$ cat src/rtl/riscv_pkg.sv
// Shared RV32I definitions: opcodes and control-field encodings used by the decode stage.
package riscv_pkg;

    localparam int unsigned XLEN       = 32;
    localparam int unsigned REG_ADDR_W = 5;

    localparam logic [6:0] OpLoad   = 7'b0000011;
    localparam logic [6:0] OpStore  = 7'b0100011;
    localparam logic [6:0] OpRType  = 7'b0110011;
    localparam logic [6:0] OpBranch = 7'b1100011;
    localparam logic [6:0] OpIAlu   = 7'b0010011;
    localparam logic [6:0] OpJal    = 7'b1101111;

    typedef enum logic [1:0] {
        AluOpAdd   = 2'b00,
        AluOpSub   = 2'b01,
        AluOpFunct = 2'b10
    } alu_op_e;

    typedef enum logic [2:0] {
        AluAdd = 3'b000,
        AluSub = 3'b001,
        AluAnd = 3'b010,
        AluOr  = 3'b011,
        AluSlt = 3'b101
    } alu_ctrl_e;

    typedef enum logic [1:0] {
        ImmI = 2'b00,
        ImmS = 2'b01,
        ImmB = 2'b10,
        ImmJ = 2'b11
    } imm_src_e;

    typedef enum logic [1:0] {
        ResAlu = 2'b00,
        ResMem = 2'b01,
        ResPc4 = 2'b10
    } result_src_e;

    typedef struct packed {
        logic        reg_write;
        imm_src_e    imm_src;
        logic        alu_src;
        logic        mem_write;
        result_src_e result_src;
        logic        branch;
        alu_op_e     alu_op;
        logic        jump;
    } ctrl_t;

endpackage

$ cat src/rtl/decode_cycle_if.sv
// Decode-stage bus: IF/ID inputs, WB write-back, flush, and the ID/EX register outputs.
// master drives the stage inputs; slave is the decode stage itself.
interface decode_cycle_if;
    import riscv_pkg::*;

    logic [XLEN-1:0]       InstrD;
    logic [XLEN-1:0]       PCD;
    logic [XLEN-1:0]       PCPlus4D;
    logic                  RegWriteW;
    logic [REG_ADDR_W-1:0] RDW;
    logic [XLEN-1:0]       ResultW;
    logic                  FlushE;

    logic [REG_ADDR_W-1:0] RS1D;
    logic [REG_ADDR_W-1:0] RS2D;

    logic                  RegWriteE;
    logic                  MemWriteE;
    logic                  ALUSrcE;
    logic                  BranchE;
    logic                  JumpE;
    logic [1:0]            ResultSrcE;
    logic [2:0]            ALUControlE;
    logic [XLEN-1:0]       RD1E;
    logic [XLEN-1:0]       RD2E;
    logic [XLEN-1:0]       ImmExtE;
    logic [XLEN-1:0]       PCE;
    logic [XLEN-1:0]       PCPlus4E;
    logic [REG_ADDR_W-1:0] RDE;
    logic [REG_ADDR_W-1:0] RS1E;
    logic [REG_ADDR_W-1:0] RS2E;

    modport master (
        output InstrD, PCD, PCPlus4D, RegWriteW, RDW, ResultW, FlushE,
        input  RS1D, RS2D, RegWriteE, MemWriteE, ALUSrcE, BranchE, JumpE, ResultSrcE,
               ALUControlE, RD1E, RD2E, ImmExtE, PCE, PCPlus4E, RDE, RS1E, RS2E
    );

    modport slave (
        input  InstrD, PCD, PCPlus4D, RegWriteW, RDW, ResultW, FlushE,
        output RS1D, RS2D, RegWriteE, MemWriteE, ALUSrcE, BranchE, JumpE, ResultSrcE,
               ALUControlE, RD1E, RD2E, ImmExtE, PCE, PCPlus4E, RDE, RS1E, RS2E
    );

endinterface

$ cat src/rtl/decode_reg_file.sv
// 32x32 register file: two async read ports, one sync write port, x0 hardwired to zero.
// Macro DECODE_WB_BYPASS_EN: a read hitting the register being written returns the write data.
module decode_reg_file
    import riscv_pkg::*;
(
    input  logic                  clk,
    input  logic                  rst,
    input  logic [REG_ADDR_W-1:0] i_raddr1,
    input  logic [REG_ADDR_W-1:0] i_raddr2,
    output logic [XLEN-1:0]       o_rdata1,
    output logic [XLEN-1:0]       o_rdata2,
    input  logic                  i_we,
    input  logic [REG_ADDR_W-1:0] i_waddr,
    input  logic [XLEN-1:0]       i_wdata
);

    // x0 has no storage.
    logic [XLEN-1:0] r_regs [1:31];
    logic            w_hit1;
    logic            w_hit2;

`ifdef DECODE_WB_BYPASS_EN
    assign w_hit1 = i_we && (i_raddr1 == i_waddr);
    assign w_hit2 = i_we && (i_raddr2 == i_waddr);
`else
    assign w_hit1 = 1'b0;
    assign w_hit2 = 1'b0;
`endif

    // Write port; reset clears the array without waiting for a clock edge.
    always_ff @(posedge clk or negedge rst) begin
        if (!rst) begin
            for (int i = 1; i < 32; i++) begin
                r_regs[i] <= '0;
            end
        end else if (i_we && (i_waddr != '0)) begin
            r_regs[i_waddr] <= i_wdata;
        end
    end

    // Read ports; x0 check first so a bypass can never leak a write to x0.
    always_comb begin
        o_rdata1 = '0;
        o_rdata2 = '0;
        if (i_raddr1 != '0) o_rdata1 = w_hit1 ? i_wdata : r_regs[i_raddr1];
        if (i_raddr2 != '0) o_rdata2 = w_hit2 ? i_wdata : r_regs[i_raddr2];
    end

endmodule

$ cat src/rtl/decode_cycle.sv
// RV32I decode stage: main/ALU decoders, immediate extender, register-file read and ID/EX register.
// Optional macro DECODE_WB_BYPASS_EN enables write-first reads in decode_reg_file.
module decode_cycle
    import riscv_pkg::*;
(
    input  logic           clk,
    input  logic           rst,
    decode_cycle_if.slave  bus
);

    logic [6:0]      w_op;
    logic [2:0]      w_funct3;
    logic            w_funct7b5;
    logic [31:0]     w_instr;
    ctrl_t           w_ctrl;
    ctrl_t           w_ctrl_e;
    alu_ctrl_e       w_alu_ctrl;
    logic [XLEN-1:0] w_imm;
    logic [XLEN-1:0] w_rd1;
    logic [XLEN-1:0] w_rd2;

    logic            r_reg_write;
    logic            r_mem_write;
    logic            r_alu_src;
    logic            r_branch;
    logic            r_jump;
    logic [1:0]      r_result_src;
    logic [2:0]      r_alu_ctrl;
    logic [XLEN-1:0] r_rd1;
    logic [XLEN-1:0] r_rd2;
    logic [XLEN-1:0] r_imm;
    logic [XLEN-1:0] r_pc;
    logic [XLEN-1:0] r_pc4;
    logic [4:0]      r_rd;
    logic [4:0]      r_rs1;
    logic [4:0]      r_rs2;

    assign w_instr    = bus.InstrD;
    assign w_op       = w_instr[6:0];
    assign w_funct3   = w_instr[14:12];
    assign w_funct7b5 = w_instr[30];
    assign bus.RS1D   = w_instr[19:15];
    assign bus.RS2D   = w_instr[24:20];

    // Main decoder: opcode to control bundle; unknown opcodes become a NOP.
    always_comb begin
        w_ctrl = '0;
        case (w_op)
            OpLoad:   w_ctrl = ctrl_t'{1'b1, ImmI, 1'b1, 1'b0, ResMem, 1'b0, AluOpAdd, 1'b0};
            OpStore:  w_ctrl = ctrl_t'{1'b0, ImmS, 1'b1, 1'b1, ResAlu, 1'b0, AluOpAdd, 1'b0};
            OpRType:  w_ctrl = ctrl_t'{1'b1, ImmI, 1'b0, 1'b0, ResAlu, 1'b0, AluOpFunct, 1'b0};
            OpBranch: w_ctrl = ctrl_t'{1'b0, ImmB, 1'b0, 1'b0, ResAlu, 1'b1, AluOpSub, 1'b0};
            OpIAlu:   w_ctrl = ctrl_t'{1'b1, ImmI, 1'b1, 1'b0, ResAlu, 1'b0, AluOpFunct, 1'b0};
            OpJal:    w_ctrl = ctrl_t'{1'b1, ImmJ, 1'b0, 1'b0, ResPc4, 1'b0, AluOpAdd, 1'b1};
            default:  w_ctrl = '0;
        endcase
    end

    // ALU decoder; sub only for R-type with funct7[5] set (I-type addi never subtracts).
    always_comb begin
        w_alu_ctrl = AluAdd;
        case (w_ctrl.alu_op)
            AluOpSub: w_alu_ctrl = AluSub;
            AluOpFunct: begin
                case (w_funct3)
                    3'b000:  w_alu_ctrl = (w_op[5] && w_funct7b5) ? AluSub : AluAdd;
                    3'b010:  w_alu_ctrl = AluSlt;
                    3'b110:  w_alu_ctrl = AluOr;
                    3'b111:  w_alu_ctrl = AluAnd;
                    default: w_alu_ctrl = AluAdd;
                endcase
            end
            default:  w_alu_ctrl = AluAdd;
        endcase
    end

    // Immediate extender, sign always taken from instr[31].
    always_comb begin
        w_imm = '0;
        unique case (w_ctrl.imm_src)
            ImmI: w_imm = {{20{w_instr[31]}}, w_instr[31:20]};
            ImmS: w_imm = {{20{w_instr[31]}}, w_instr[31:25], w_instr[11:7]};
            ImmB: w_imm = {{20{w_instr[31]}}, w_instr[7], w_instr[30:25], w_instr[11:8], 1'b0};
            ImmJ: w_imm = {{12{w_instr[31]}}, w_instr[19:12], w_instr[20], w_instr[30:21], 1'b0};
        endcase
    end

    // Flush turns the captured entry into a bubble by zeroing its controls only.
    always_comb begin
        w_ctrl_e = w_ctrl;
        if (bus.FlushE) w_ctrl_e = '0;
    end

    decode_reg_file u_reg_file (
        .clk      (clk),
        .rst      (rst),
        .i_raddr1 (w_instr[19:15]),
        .i_raddr2 (w_instr[24:20]),
        .o_rdata1 (w_rd1),
        .o_rdata2 (w_rd2),
        .i_we     (bus.RegWriteW),
        .i_waddr  (bus.RDW),
        .i_wdata  (bus.ResultW)
    );

    // ID/EX pipeline register.
    always_ff @(posedge clk or negedge rst) begin
        if (!rst) begin
            r_reg_write  <= 1'b0;
            r_mem_write  <= 1'b0;
            r_alu_src    <= 1'b0;
            r_branch     <= 1'b0;
            r_jump       <= 1'b0;
            r_result_src <= '0;
            r_alu_ctrl   <= '0;
            r_rd1        <= '0;
            r_rd2        <= '0;
            r_imm        <= '0;
            r_pc         <= '0;
            r_pc4        <= '0;
            r_rd         <= '0;
            r_rs1        <= '0;
            r_rs2        <= '0;
        end else begin
            r_reg_write  <= w_ctrl_e.reg_write;
            r_mem_write  <= w_ctrl_e.mem_write;
            r_alu_src    <= w_ctrl_e.alu_src;
            r_branch     <= w_ctrl_e.branch;
            r_jump       <= w_ctrl_e.jump;
            r_result_src <= w_ctrl_e.result_src;
            r_alu_ctrl   <= bus.FlushE ? 3'b000 : w_alu_ctrl;
            r_rd1        <= w_rd1;
            r_rd2        <= w_rd2;
            r_imm        <= w_imm;
            r_pc         <= bus.PCD;
            r_pc4        <= bus.PCPlus4D;
            r_rd         <= w_instr[11:7];
            r_rs1        <= w_instr[19:15];
            r_rs2        <= w_instr[24:20];
        end
    end

    assign bus.RegWriteE   = r_reg_write;
    assign bus.MemWriteE   = r_mem_write;
    assign bus.ALUSrcE     = r_alu_src;
    assign bus.BranchE     = r_branch;
    assign bus.JumpE       = r_jump;
    assign bus.ResultSrcE  = r_result_src;
    assign bus.ALUControlE = r_alu_ctrl;
    assign bus.RD1E        = r_rd1;
    assign bus.RD2E        = r_rd2;
    assign bus.ImmExtE     = r_imm;
    assign bus.PCE         = r_pc;
    assign bus.PCPlus4E    = r_pc4;
    assign bus.RDE         = r_rd;
    assign bus.RS1E        = r_rs1;
    assign bus.RS2E        = r_rs2;

endmodule

$ cat src/flat_wrapper.sv
// flat-port wrapper written by rule: the top's interface ports become plain ports
module decode_cycle_flat import riscv_pkg::*;
  (clk, rst, bus_InstrD, bus_PCD, bus_PCPlus4D, bus_RegWriteW, bus_RDW, bus_ResultW, bus_FlushE, bus_RS1D, bus_RS2D, bus_RegWriteE, bus_MemWriteE, bus_ALUSrcE, bus_BranchE, bus_JumpE, bus_ResultSrcE, bus_ALUControlE, bus_RD1E, bus_RD2E, bus_ImmExtE, bus_PCE, bus_PCPlus4E, bus_RDE, bus_RS1E, bus_RS2E);
  decode_cycle_if bus_i ();
  input  logic clk;
  input  logic rst;
  input wire logic [$bits(bus_i.InstrD)-1:0] bus_InstrD;
  input wire logic [$bits(bus_i.PCD)-1:0] bus_PCD;
  input wire logic [$bits(bus_i.PCPlus4D)-1:0] bus_PCPlus4D;
  input wire logic [$bits(bus_i.RegWriteW)-1:0] bus_RegWriteW;
  input wire logic [$bits(bus_i.RDW)-1:0] bus_RDW;
  input wire logic [$bits(bus_i.ResultW)-1:0] bus_ResultW;
  input wire logic [$bits(bus_i.FlushE)-1:0] bus_FlushE;
  output wire logic [$bits(bus_i.RS1D)-1:0] bus_RS1D;
  output wire logic [$bits(bus_i.RS2D)-1:0] bus_RS2D;
  output wire logic [$bits(bus_i.RegWriteE)-1:0] bus_RegWriteE;
  output wire logic [$bits(bus_i.MemWriteE)-1:0] bus_MemWriteE;
  output wire logic [$bits(bus_i.ALUSrcE)-1:0] bus_ALUSrcE;
  output wire logic [$bits(bus_i.BranchE)-1:0] bus_BranchE;
  output wire logic [$bits(bus_i.JumpE)-1:0] bus_JumpE;
  output wire logic [$bits(bus_i.ResultSrcE)-1:0] bus_ResultSrcE;
  output wire logic [$bits(bus_i.ALUControlE)-1:0] bus_ALUControlE;
  output wire logic [$bits(bus_i.RD1E)-1:0] bus_RD1E;
  output wire logic [$bits(bus_i.RD2E)-1:0] bus_RD2E;
  output wire logic [$bits(bus_i.ImmExtE)-1:0] bus_ImmExtE;
  output wire logic [$bits(bus_i.PCE)-1:0] bus_PCE;
  output wire logic [$bits(bus_i.PCPlus4E)-1:0] bus_PCPlus4E;
  output wire logic [$bits(bus_i.RDE)-1:0] bus_RDE;
  output wire logic [$bits(bus_i.RS1E)-1:0] bus_RS1E;
  output wire logic [$bits(bus_i.RS2E)-1:0] bus_RS2E;
  assign bus_i.InstrD = bus_InstrD;
  assign bus_i.PCD = bus_PCD;
  assign bus_i.PCPlus4D = bus_PCPlus4D;
  assign bus_i.RegWriteW = bus_RegWriteW;
  assign bus_i.RDW = bus_RDW;
  assign bus_i.ResultW = bus_ResultW;
  assign bus_i.FlushE = bus_FlushE;
  assign bus_RS1D = bus_i.RS1D;
  assign bus_RS2D = bus_i.RS2D;
  assign bus_RegWriteE = bus_i.RegWriteE;
  assign bus_MemWriteE = bus_i.MemWriteE;
  assign bus_ALUSrcE = bus_i.ALUSrcE;
  assign bus_BranchE = bus_i.BranchE;
  assign bus_JumpE = bus_i.JumpE;
  assign bus_ResultSrcE = bus_i.ResultSrcE;
  assign bus_ALUControlE = bus_i.ALUControlE;
  assign bus_RD1E = bus_i.RD1E;
  assign bus_RD2E = bus_i.RD2E;
  assign bus_ImmExtE = bus_i.ImmExtE;
  assign bus_PCE = bus_i.PCE;
  assign bus_PCPlus4E = bus_i.PCPlus4E;
  assign bus_RDE = bus_i.RDE;
  assign bus_RS1E = bus_i.RS1E;
  assign bus_RS2E = bus_i.RS2E;
  decode_cycle u_core (.clk(clk), .rst(rst), .bus(bus_i));
endmodule
$ cat config.mk
export PLATFORM = sky130hd
export DESIGN_NAME = decode_cycle_flat
export DESIGN_NICKNAME = d
export VERILOG_FILES = /design/src/rtl/riscv_pkg.sv /design/src/rtl/decode_cycle_if.sv /design/src/rtl/decode_reg_file.sv /design/src/rtl/decode_cycle.sv /design/src/flat_wrapper.sv
export SDC_FILE = /design/constraint.sdc
export NUM_CORES = 2
export LEC_CHECK = 0
export ABC_CLOCK_PERIOD_IN_PS = 3850
export CAP_MARGIN = 25
export CORE_ASPECT_RATIO = 1.4
export CORE_UTILIZATION = 65
export DETAILED_ROUTE_END_ITERATION = 6
export GPL_ROUTABILITY_DRIVEN = 0
export PLACE_DENSITY = 0.86
export REMOVE_ABC_BUFFERS = 1
export SYNTH_ARGS = -nofsm -noshare
export SYNTH_HDL_FRONTEND = slang
export SYNTH_SLANG_ARGS = --single-unit
$ cat constraint.sdc
create_clock -name clk -period 3.85 [get_ports clk]
set_input_delay 1.155 -clock clk [delete_from_list [all_inputs] [get_ports clk]]
set_output_delay 1.155 -clock clk [all_outputs]
set_load 0.05 [all_outputs]
==> results.yml <==
run:
  max-cap-violations: 0
sta:
  post-route-min-period_ns: 3.388
  slew_violations: 0
  holdWs_ns: 0.4182
  max_freq_ghz: 0.2952
  fin_ws_ns: 0.4625
  fin_crit_sh: 0.8799
  setup_viol: 0
  grt_setup_unrepaired: "false"
  fin_skew_ns: 0.01722
  hold_viol_final: 0
  worst_slew_pin_slew_ns: 1.094
  slew_headroom: 0.2686
routing:
  drc_errors: 0
  drtAntennaViolNets: 0
  vias_per_cell: 7.124
  num_vias: 40880
  dr.first_iter.drc_count: 4577
  wire_per_inst_um: 29.92
  dr.pass1.iters: 6
  finalWirelength_um: 171700
clock_tree:
  htreeDepth: 3
  postCtsSetupBuffers: 0
  cts_tree: "built"
  cts_hold_buf: 0
  clk_pin_slew_worst_paths_ns: 0.06
  cts-resized-gates: 0
  cts_buffer_depth: 3
  clock-sinks: 1165
  clkLatencyLatePin_ns: 0.70
  numCtsBuffers: 110
  root_buffer: "clkbuf_16"
power:
  pwr_density_cell_nw_per_um2: 512.8
  ir_drop_v: 0.0004426
  power_w: 0.03448
  p_leak_nw: 30.10
setup_path:
  crit_cells: 1
  r2r_end: "u_core.bus.RD1E[29]"
  r2r_slack_ns: 2.04
  cp-startpoint: "u_core.bus.ImmExtE[30]"
  cpPeakStageDelay_ns: 0.90
  crit_required_ns: 2.69
  crit_fanout: 12
  reg2reg_from: "u_core.u_reg_file.r_regs[605]"
  cp_top_family: "buffers and inverters"
  cp_data_arrival_time_ns: 2.23
  endpoint: "bus_ImmExtE[27]"
  crit_slowest_cell: "clkdlybuf4s50_1"
  path_cells: "clkdlybuf4s50_1"
  worstSetupPathType: "flip-flop to primary output"
  reg2reg_depth: 4
  worstSetupEndpointType: "primary output"
  crit_path_start_kind: "flip-flop"
  cp.buffers_inverters: 1
synth:
  synth-seq-cells: 1165
  syn_inst: 4298
  synth_cell_type_count: 46
  yosysWarnings: 0
  synth_area_per_cell_um2: 13.57
  netlist_area_um2: 58330
  synth_flop_cell: "dfrtp_1"
  async_reset_ff_frac: 1.000
  ys_seq_area_frac: 0.4998
  synth_edf_count: 0
cells_and_area:
  area_growth_syn_to_layout_pct: 15.29
  fin_area_um2: 67250
  drive_above_1_share: 0.3717
  nNetsFinal: 4607
  diodes: 0
floorplanning:
  die_w_um: 255.2
  initial_core_util: 0.6583
  rows: 129
  pin_count: 332
  die_y_um: 356.5
  core_um2: 88610
  floorplan.die_area_um2: 90960
placed_design:
  io_buffers: 331
  placed_area_um2: 63460
  pre_cts_slack_ns: 0.4217
  dp_hpwl_um: 101700
grt:
  grt_pass1_vias: 43050
  grt_max_degree: 100
  antenna_found_initial: 4
  overflow: 0
  track_usage: 0.3821
  grt_first_pass_wirelength_um: 259100
status:
  status: "completed"
min_path:
  hold_path_class: "input pin to async pin"
[per-layer routing]
layer	GRT usage	up-vias	wire, um
met2	0.5892	2595	80450
met1	0.4954	21010	62860
met4	0.2326	6	11200
met5	0	-	33
li1	-	16580	-
met3	0.08492	695	17180
[layout by cell type, fill, tap and decap left out, drive strengths merged, types with 3 or more instances in the layout]
cell type,instances
dfrtp,1165
mux2,1121
mux2i,581
clkdlybuf4s50,316
o22ai,287
buf,191
clkbuf,167
nor3,133
mux4,129
a211oi,64
a22oi,63
nor2b,38
nor4,35
a21oi,33
a221o,32
a221oi,31
or3,31
clkinv,26
nand2,25
nor2,21
inv,9
a21o,8
nand2b,8
nand3b,6
bufinv,6
or2,5
nand3,4
nor3b,4
clkinvlp,3
[synth_stat cells, types with 5 or more instances]
library cell,n,share of area
a22oi_1,63,0.0081
nand2b_1,8,0.00086
mux2i_1,581,0.10
clkbuf_1,204,0.013
a21o_1,8,0.0010
a21oi_1,33,0.0028
buf_1,63,0.0041
buf_2,103,0.0088
a211oi_1,64,0.0082
nor4_2,32,0.0069
nor2_1,17,0.0011
or3_1,31,0.0033
a221o_1,32,0.0055
or2_2,5,0.00054
buf_4,59,0.0076
nor3_1,133,0.011
a221oi_1,31,0.0047
mux2_1,15,0.0029
o22ai_1,287,0.031
mux2_2,1106,0.21
dfrtp_1,1165,0.50
inv_1,5,0.00032
nand2_1,25,0.0016
mux4_2,129,0.050
nand3b_1,6,0.00077
buf_6,21,0.0041
nor2b_1,38,0.0041
[layout make-up]
type                       count  area, um^2
clock inverter                39       371.6
inverter                       5       18.77
fill                        5186       21360
timing repair buffer         509        5763
sequential                  1165       29150
multi-input combinational   2677       27180
clock buffer                 165        3283
tap                         1179        1475
[sequential cells by signal (all words and copies together) (netlist names), 3 cells and up]
register / count
u_core.u_reg_file.r_regs: 992
u_core.bus.PCE: 32
u_core.bus.PCPlus4E: 32
u_core.bus.RD1E: 32
u_core.bus.RD2E: 32
u_core.bus.ImmExtE: 21
u_core.bus.RDE: 5
u_core.bus.RS1E: 5
u_core.bus.RS2E: 5
u_core.bus.ALUControlE: 3
[worst min path at each step]
| stage | slack, ns | from | depth (start not counted) | endpoint |
|---|---|---|---|---|
| after floorplan | 0.47 | u_core.u_reg_file.r_regs[614] | 1 | u_core.u_reg_file.r_regs[614] |
| after global placement | 0.48 | u_core.u_reg_file.r_regs[638] | 1 | u_core.u_reg_file.r_regs[638] |
| after detailed placement | 0.49 | u_core.u_reg_file.r_regs[631] | 1 | u_core.u_reg_file.r_regs[631] |
| after CTS | 0.45 | rst | 1 | u_core.bus.PCE[16] |
| after global routing | 0.46 | rst | 1 | u_core.bus.PCE[16] |
| final | 0.42 | rst | 1 | u_core.bus.PCPlus4E[19] |
[metrics by stage]
step,TNS [ns],cells,util
2_1_floorplan,-13.99,3847,-
4_1_cts,0,5733,0.7574
5_1_grt,0,5739,0.7589
3_3_place_gp,0,5529,0.7162
6_report,0,5739,0.7589
3_5_place_dp,0,5529,0.7162
[cells by family (layout without fill, tap and decap cells)]
| kind of cell | Yosys count | in the layout | share of synthesized area |
|---|---|---|---|
| buf+inv | 456 | 718 | 0.03812 |
| flops | 1165 | 1165 | 0.4998 |
| fa+ha+maj | 2 | 2 | 0.0004289 |
| simple gates | 321 | 321 | 0.03400 |
| compound gates | 523 | 523 | 0.06175 |
| mux | 1831 | 1831 | 0.3659 |
[power breakdown]
| group | leakage, nW | internal [W] | switching [W] | total [W] |
|---|---|---|---|---|
| Combinational | 13.5 | 0.00381 | 0.00344 | 0.00725 |
| Clock | 1.82 | 0.00628 | 0.00480 | 0.0111 |
| Sequential | 14.8 | 0.0144 | 0.00172 | 0.0162 |
| Total | 30.1 | 0.0245 | 0.00995 | 0.0345 |
(Power assumes the default switching activity.)
